[src/rtl/branch_fetch_unit.sv]
// MIPS instruction-fetch front end: PC, req/ack fetch port, valid/ready decode port, branch/jump redirect.
// Define BFU_ALIGN_CHECK_EN to reject misaligned redirect targets and raise the sticky misalign flag.
module branch_fetch_unit #(
    parameter logic [31:0] RESET_PC = 32'h0000_0000
) (
    input  logic        clk,
    input  logic        rst_n,
    input  logic        stall,
    input  logic        br_taken,
    input  logic        jump,
    input  logic [31:0] br_pc_plus4,
    input  logic [31:0] br_offset,
    input  logic [25:0] jump_index,
    output logic        imem_req,
    output logic [31:0] imem_addr,
    input  logic        imem_ack,
    input  logic [31:0] imem_data,
    output logic        if_valid,
    input  logic        if_ready,
    output logic [31:0] if_instr,
    output logic [31:0] if_pc,
    output logic        misalign
);

    typedef enum logic [1:0] {
        S_IDLE,
        S_REQ,
        S_DROP,
        S_HOLD
    } state_t;

    state_t      r_state;
    state_t      w_nextState;
    logic [31:0] r_pc;
    logic [31:0] r_dropAddr;
    logic [31:0] r_instr;
    logic [31:0] r_ifPc;
    logic        r_valid;

    logic [31:0] w_brTarget;
    logic [31:0] w_jmpTarget;
    logic [31:0] w_rawTarget;
    logic [31:0] w_target;
    logic        w_redirReq;
    logic        w_redir;
    logic        w_bufFree;
    logic        w_req;
    logic        w_ack;
    logic        w_capture;
    logic        w_enterDrop;

    assign w_brTarget  = br_pc_plus4 + br_offset;
    assign w_jmpTarget = {br_pc_plus4[31:28], jump_index, 2'b00};
    assign w_rawTarget = jump ? w_jmpTarget : w_brTarget;
    assign w_redirReq  = jump | br_taken;

`ifdef BFU_ALIGN_CHECK_EN
    logic w_badTarget;
    logic r_misalign;

    assign w_badTarget = w_redirReq && (w_rawTarget[1:0] != 2'b00);
    assign w_redir     = w_redirReq && !w_badTarget;
    assign w_target    = w_rawTarget;

    always_ff @(posedge clk or negedge rst_n) begin
        if (!rst_n) begin
            r_misalign <= 1'b0;
        end else if (w_badTarget) begin
            r_misalign <= 1'b1;
        end
    end

    assign misalign = r_misalign;
`else
    assign w_redir  = w_redirReq;
    assign w_target = w_rawTarget & 32'hFFFF_FFFC;
    assign misalign = 1'b0;
`endif

    // A live request is withheld while the output buffer is full and not draining,
    // so an ack can never overwrite an undelivered instruction.
    assign w_bufFree = !r_valid || if_ready;

    always_comb begin
        w_req = 1'b0;
        case (r_state)
            S_REQ:   w_req = w_bufFree;
            S_DROP:  w_req = 1'b1;
            default: w_req = 1'b0;
        endcase
    end

    assign w_ack = imem_ack && w_req;

    always_comb begin
        w_nextState = r_state;
        w_capture   = 1'b0;
        w_enterDrop = 1'b0;
        case (r_state)
            S_REQ: begin
                if (w_ack) begin
                    if (w_redir) begin
                        w_nextState = stall ? S_IDLE : S_REQ;
                    end else begin
                        w_capture = 1'b1;
                        if (!if_ready) begin
                            w_nextState = S_HOLD;
                        end else begin
                            w_nextState = stall ? S_IDLE : S_REQ;
                        end
                    end
                end else if (w_redir && w_req) begin
                    w_enterDrop = 1'b1;
                    w_nextState = S_DROP;
                end else if (!w_req) begin
                    w_nextState = stall ? S_HOLD : S_REQ;
                end
            end
            S_DROP: begin
                if (w_ack) begin
                    w_nextState = stall ? S_IDLE : S_REQ;
                end
            end
            default: begin
                if (w_redir) begin
                    w_nextState = stall ? S_IDLE : S_REQ;
                end else if (!stall && w_bufFree) begin
                    w_nextState = S_REQ;
                end else if (r_valid && !if_ready) begin
                    w_nextState = S_HOLD;
                end else begin
                    w_nextState = S_IDLE;
                end
            end
        endcase
    end

    // The PC always points at the next correct-path fetch; the wrong-path address
    // being drained in DROP is kept separately so imem_addr stays stable.
    always_ff @(posedge clk or negedge rst_n) begin
        if (!rst_n) begin
            r_state    <= S_IDLE;
            r_pc       <= RESET_PC;
            r_dropAddr <= RESET_PC;
            r_valid    <= 1'b0;
            r_instr    <= 32'h0;
            r_ifPc     <= 32'h0;
        end else begin
            r_state <= w_nextState;
            if (w_redir) begin
                r_pc <= w_target;
            end else if (w_capture) begin
                r_pc <= r_pc + 32'd4;
            end
            if (w_enterDrop) begin
                r_dropAddr <= r_pc;
            end
            if (w_redir) begin
                r_valid <= 1'b0;
            end else if (w_capture) begin
                r_valid <= 1'b1;
            end else if (if_ready) begin
                r_valid <= 1'b0;
            end
            if (w_capture) begin
                r_instr <= imem_data;
                r_ifPc  <= r_pc;
            end
        end
    end

    assign imem_req  = w_req;
    assign imem_addr = (r_state == S_DROP) ? r_dropAddr : r_pc;
    assign if_valid  = r_valid;
    assign if_instr  = r_instr;
    assign if_pc     = r_ifPc;

endmodule

[config.mk]
export PLATFORM = sky130hd
export DESIGN_NAME = branch_fetch_unit
export DESIGN_NICKNAME = d
export VERILOG_FILES = /design/src/rtl/branch_fetch_unit.sv
export SDC_FILE = /design/constraint.sdc
export NUM_CORES = 1
export LEC_CHECK = 0
export ABC_AREA = 1
export ABC_CLOCK_PERIOD_IN_PS = 3700
export CAP_MARGIN = 20
export CORE_ASPECT_RATIO = 1.5
export CORE_MARGIN = 3
export CORE_UTILIZATION = 25
export CTS_CLUSTER_SIZE = 28
export DETAILED_ROUTE_END_ITERATION = 16
export PLACE_DENSITY = 0.49
export SLEW_MARGIN = 10
export SYNTH_ARGS = -nofsm -noshare
export SYNTH_HDL_FRONTEND = slang
export SYNTH_SLANG_ARGS = --single-unit
[constraint.sdc]
create_clock -name clk -period 3.7 [get_ports clk]
set_input_delay 0.74 -clock clk [delete_from_list [all_inputs] [get_ports clk]]
set_output_delay 0.74 -clock clk [all_outputs]
set_load 0.1 [all_outputs]
# Word-level counts from Yosys, hierarchy flattened
# Cells that the tools add are included.
[totals] out_inout_bits=99 register_bits=131
[classes] bitwise_logic=1 n_eq_ne=4 n_addsub=2 reduce_logical=11 n_mux=26
[ops] op="two-way mux 32 bit" n=4
[ops] op="adder 32 x 3 -> 32 bit, second input constant" n=1
[ops] op="adder 32 bit" n=1
[ops] op="two-way mux 2 bit" n=10
[ops] op="two-way mux 1 bit" n=10
[ops] op="logical AND 1 bit" n=4
[ops] op="inequality test 4 bit, second input constant" n=1
[ops] op="one-hot mux 2 bit (2 select lines)" n=1
[ops] op="zero test 1 bit" n=3
[ops] op="nonzero test 3 bit" n=1
[ops] op="equality test 2 x 1 -> 1 bit, second input constant" n=1
[ops] op="equality test 2 bit, second input constant" n=1
[ops] op="inequality test 2 bit, second input constant" n=1
[ops] op="one-hot mux 1 bit (2 select lines)" n=1
[ops] op="AND reduction 2 bit" n=1
[ops] op="nonzero test 2 bit" n=1
[ops] op="logical OR 1 bit" n=1
[ops] op="OR 1 bit" n=1

# Longest topological paths before layout
# Gate-level depths: netlist of run 1.
[logic_depth] word_depth=8 depth_mapped=17

# Least setup slack after synthesis of run 1
# No wires, ideal clock.
[synth_path] kind="reg2out" start="reg r_state[0]" end="out imem_addr[10]" slack_ps=-49 t_arrival_ps=3009 path_stages_with_launch=6 cell_sequence="dfrtp_1 inv_1 ha_1 buf_2 clkbuf_1 o21ai_0"
[synth_between] elab_chain_len=2
[synth_lines] element="start: declaration" line_no="32" rtl="state_t r_state;"
[synth_lines] element="start signal: assignment" line_no="149" rtl="r_state <= w_nextState;"
[synth_lines] element="equality test 2 bit" line_no="173" rtl="assign imem_addr = (r_state == S_DROP) ? r_dropAddr : r_pc;"
[synth_lines] element="two-way mux 32 bit" line_no="173"
[synth_lines] element="end: declaration" line_no="15" rtl="output logic [31:0] imem_addr,"
# Every way passes these cells.

# Worst setup path in the final report of run 1
[layout_path] start="reg r_state[0]" end="out imem_addr[28]"
# Same word-level chain as after synthesis.

==> impl_metrics.json, run 1 <==
{
  "status": "finished, final reports clean",
  "placementRows": 83,
  "placed_area_um2": 11280,
  "period_share_pct": 86.37,
  "ant_nets": 0,
  "dr_total_vias": 8885,
  "pwr-share-clk_pct": 19.8,
  "num_antenna_cells": 0,
  "synth_top_area_share_pct": 36.02,
  "place.gp.congestion": 0.9003,
  "grt_pass1_wl_um": 46490,
  "relSlewSlack_pct": 31.58,
  "seq_power_share_pct": 23.1,
  "crit_required_ns": 2.96,
  "tightest_slew_ns": 1.023,
  "intPower_mw": 4.228,
  "drtIter0Drc": 470,
  "place_ws_ns": 0.6093,
  "synth_ff_type": "dfrtp_1",
  "path_max_fanout": 46,
  "cap_violations": 0,
  "synthAdderAreaFrac_pct": 4.754,
  "syn2layout_area_growth_pct": 37.34,
  "fmax_mhz": 312.9,
  "syn_inst": 1329,
  "clockBufferDepth": 2,
  "synth-seq-cells": 125,
  "p_sw_mw": 4.976,
  "hold_buffers": 0,
  "yosysMostFrequentCell": "nand2_1",
  "insertion_delay_ns": 0.42,
  "synthArstFlopShare_pct": 100.0,
  "io_buffers": 222,
  "comb_power_share_pct": 57.1,
  "start_kind": "flip-flop",
  "cts_made_buffers": 17,
  "post-cts-setup-buffers": 0,
  "dieArea_um2": 37060,
  "synth_edf_count": 0,
  "synth_warnings": 0,
  "power.leakage_nw": 5.918,
  "clk_pin_slew_ns": 0.06,
  "routedWlPerCell_um": 15.14,
  "grt_pass1_vias": 8741,
  "wl_um": 29910,
  "synth_area_um2": 8685,
  "setup-violations-final": 0,
  "die_w_um": 158.2,
  "path_class": "flip-flop to output port",
  "ctsHtreeMaxLevel": 4,
  "peakVddDrop_uv": 402.7,
  "synth_top_family_by_area": "simple AND/OR/NAND/NOR gates",
  "dp_cells": 1944,
  "synth_area_leaders": "dfrtp_1 (36%), nand2_1 (21%), inv_1 (7.2%)",
  "viasPerCell": 4.496,
  "synth_compound_area_share_pct": 12.65,
  "cts_tree": "done",
  "hpwl_um": 23800,
  "power_density_nw_per_um2": 771.7,
  "design_area_um2": 11930,
  "cts_resized": 0,
  "cts.sinks": 125,
  "layout_min_cycle_time_ns": 3.196,
  "hold_viol": 0,
  "syn_area_per_cell_um2": 6.535,
  "layout-drive-gt1-share_pct": 6.447,
  "synth_cell_types": 43,
  "synth-xor-area-share_pct": 2.219,
  "timing.hold.ws_ns": 0.2834,
  "chipHeight_um": 234.3,
  "hold_path_class": "input pin to asynchronous set/reset pin",
  "drc_errors": 0,
  "ios": 228,
  "antenna_found_initial": 0,
  "synth-simple-area-share_pct": 34.39,
  "rsz0062_at_grt": "false",
  "yosys.area.top_type": "dfrtp_1",
  "grt_max_degree": 88,
  "nets": 1700,
  "cts_root_buf": "clkbuf_16",
  "setup_ws_ns": 0.5043,
  "arrival_ns": 2.46,
  "power.total_mw": 9.204,
  "track_usage_pct": 16.08,
  "grt_overflow": 0,
  "final_cells": 1976,
  "finClkSkew_ns": 0.007817,
  "r2r_slack_ns": 1.10,
  "switching_share_pct": 54.06,
  "crit_path_end_kind": "output port",
  "netlist_top_cells_count": "nand2_1 (482), inv_1 (166), nor2_1 (137)",
  "initial_core_util_pct": 25.34,
  "synthMuxAreaShare_pct": 0,
  "first_pass_iters": 5,
  "maxSlewViolCount": 0,
  "core_area_um2": 34270,
  "ys_seq_area_share_pct": 36.02
}
==> kinds of logic after synthesis <==
| family | after synthesis |
|---|---|
| and+or+nand+nor | 729 |
| buffers and inverters | 218 |
| DFF | 125 |
| AOI/OAI and AO/OA | 201 |
| xor gates and xnor gates | 22 |
| other | 1 |
| adders and majority gates | 33 |
==> critical path: stages, from the launching register on <==
cell	delay, ns
dfrtp_1	0.39
inv_1	0.07
ha_2	0.67
buf_4	0.33
nand2_1	0.07
o21ai_0	0.13
buf_4	0.36
==> cell type report <==
cell class	count	area [um2]
multi-input combinational	990	4717
clock inverter	10	160.2
inverter	170	639.4
tap	425	531.8
timing repair buffer	234	2267
sequential	125	3128
clock buffer	22	484.2
fill	3717	22340
==> cell usage in the layout, fill, tap and decap left out, drive strengths merged, types with 2 or more instances in the layout <==
cell,instances
nand3,61
o21a,4
a21oi,43
o21ai,119
ha,33
clkinv,6
xnor2,2
clkdlybuf4s50,189
xor2,20
inv,169
o21bai,7
a22oi,8
a31oi,7
bufinv,4
conb,5
clkbuf,22
nand4,9
o221ai,4
nand2,485
dfrtp,125
nor2,143
o211ai,4
buf,45
o22ai,2
nor4,4
nor3,22
==> routing by layer <==
metal	GRT usage, %	part of all wire [%]	vias up
met2	29.73	52	231
met1	18.46	41	3991
met4	6.618	3.2	0
met3	2.013	3.7	49
met5	0	0	-
li1	-	-	4614
==> path summary, 6_finish.rpt <==
kind / start / to / depth (start not counted)
worst min register to register: if_instr[31] / if_instr[31] / 2
worst max register to register: r_state[0] / r_pc[2] / 8
min in group clk: if_instr[31] / if_instr[31] / 2
worst max-delay path: r_state[0] / imem_addr[28] / 6
max in group asynchronous: rst_n / r_dropAddr[15] / 2
worst min-delay path: rst_n / if_pc[6] / 1
==> state kept, by name (all words and copies together) (netlist names) <==
| name | count |
|---|---|
| if_instr | 32 |
| if_pc | 30 |
| if_valid | 1 |
| r_dropAddr | 30 |
| r_pc | 30 |
| r_state | 2 |
==> per-stage QoR <==
stage | utilization [%] | TNS (ns)
6_report | 34.80 | 0
5_1_grt | 34.80 | 0
4_1_cts | 34.80 | 0
3_5_place_dp | 32.92 | 0
3_3_place_gp | 32.92 | 0
2_1_floorplan | - | -1.466
==> power groups by stage <==
stage          clock, mW  sequential [mW]  combinational (mW)
4_1_cts             1.89             2.13                5.31
3_5_place_dp           0             2.15                5.30
2_1_floorplan          0             3.98                2.07
5_1_grt             1.93             2.18                5.56
6_report            1.82             2.12                5.26
3_3_place_gp           0             2.13                5.28
Note: power is estimated with default switching activity, not from simulation.
==> run 2: changes to the inputs <==
--- a/config.mk
+++ b/config.mk
@@ -11,7 +11,7 @@
 export CORE_ASPECT_RATIO = 1.5
 export CORE_MARGIN = 3
 export CORE_UTILIZATION = 25
-export CTS_CLUSTER_SIZE = 28
+export CTS_CLUSTER_SIZE = 40
 export DETAILED_ROUTE_END_ITERATION = 16
 export PLACE_DENSITY = 0.49
 export SLEW_MARGIN = 10
==> results of run 2 <==
Same layout as run 1: the final DEF is identical, and so are final timing and power.
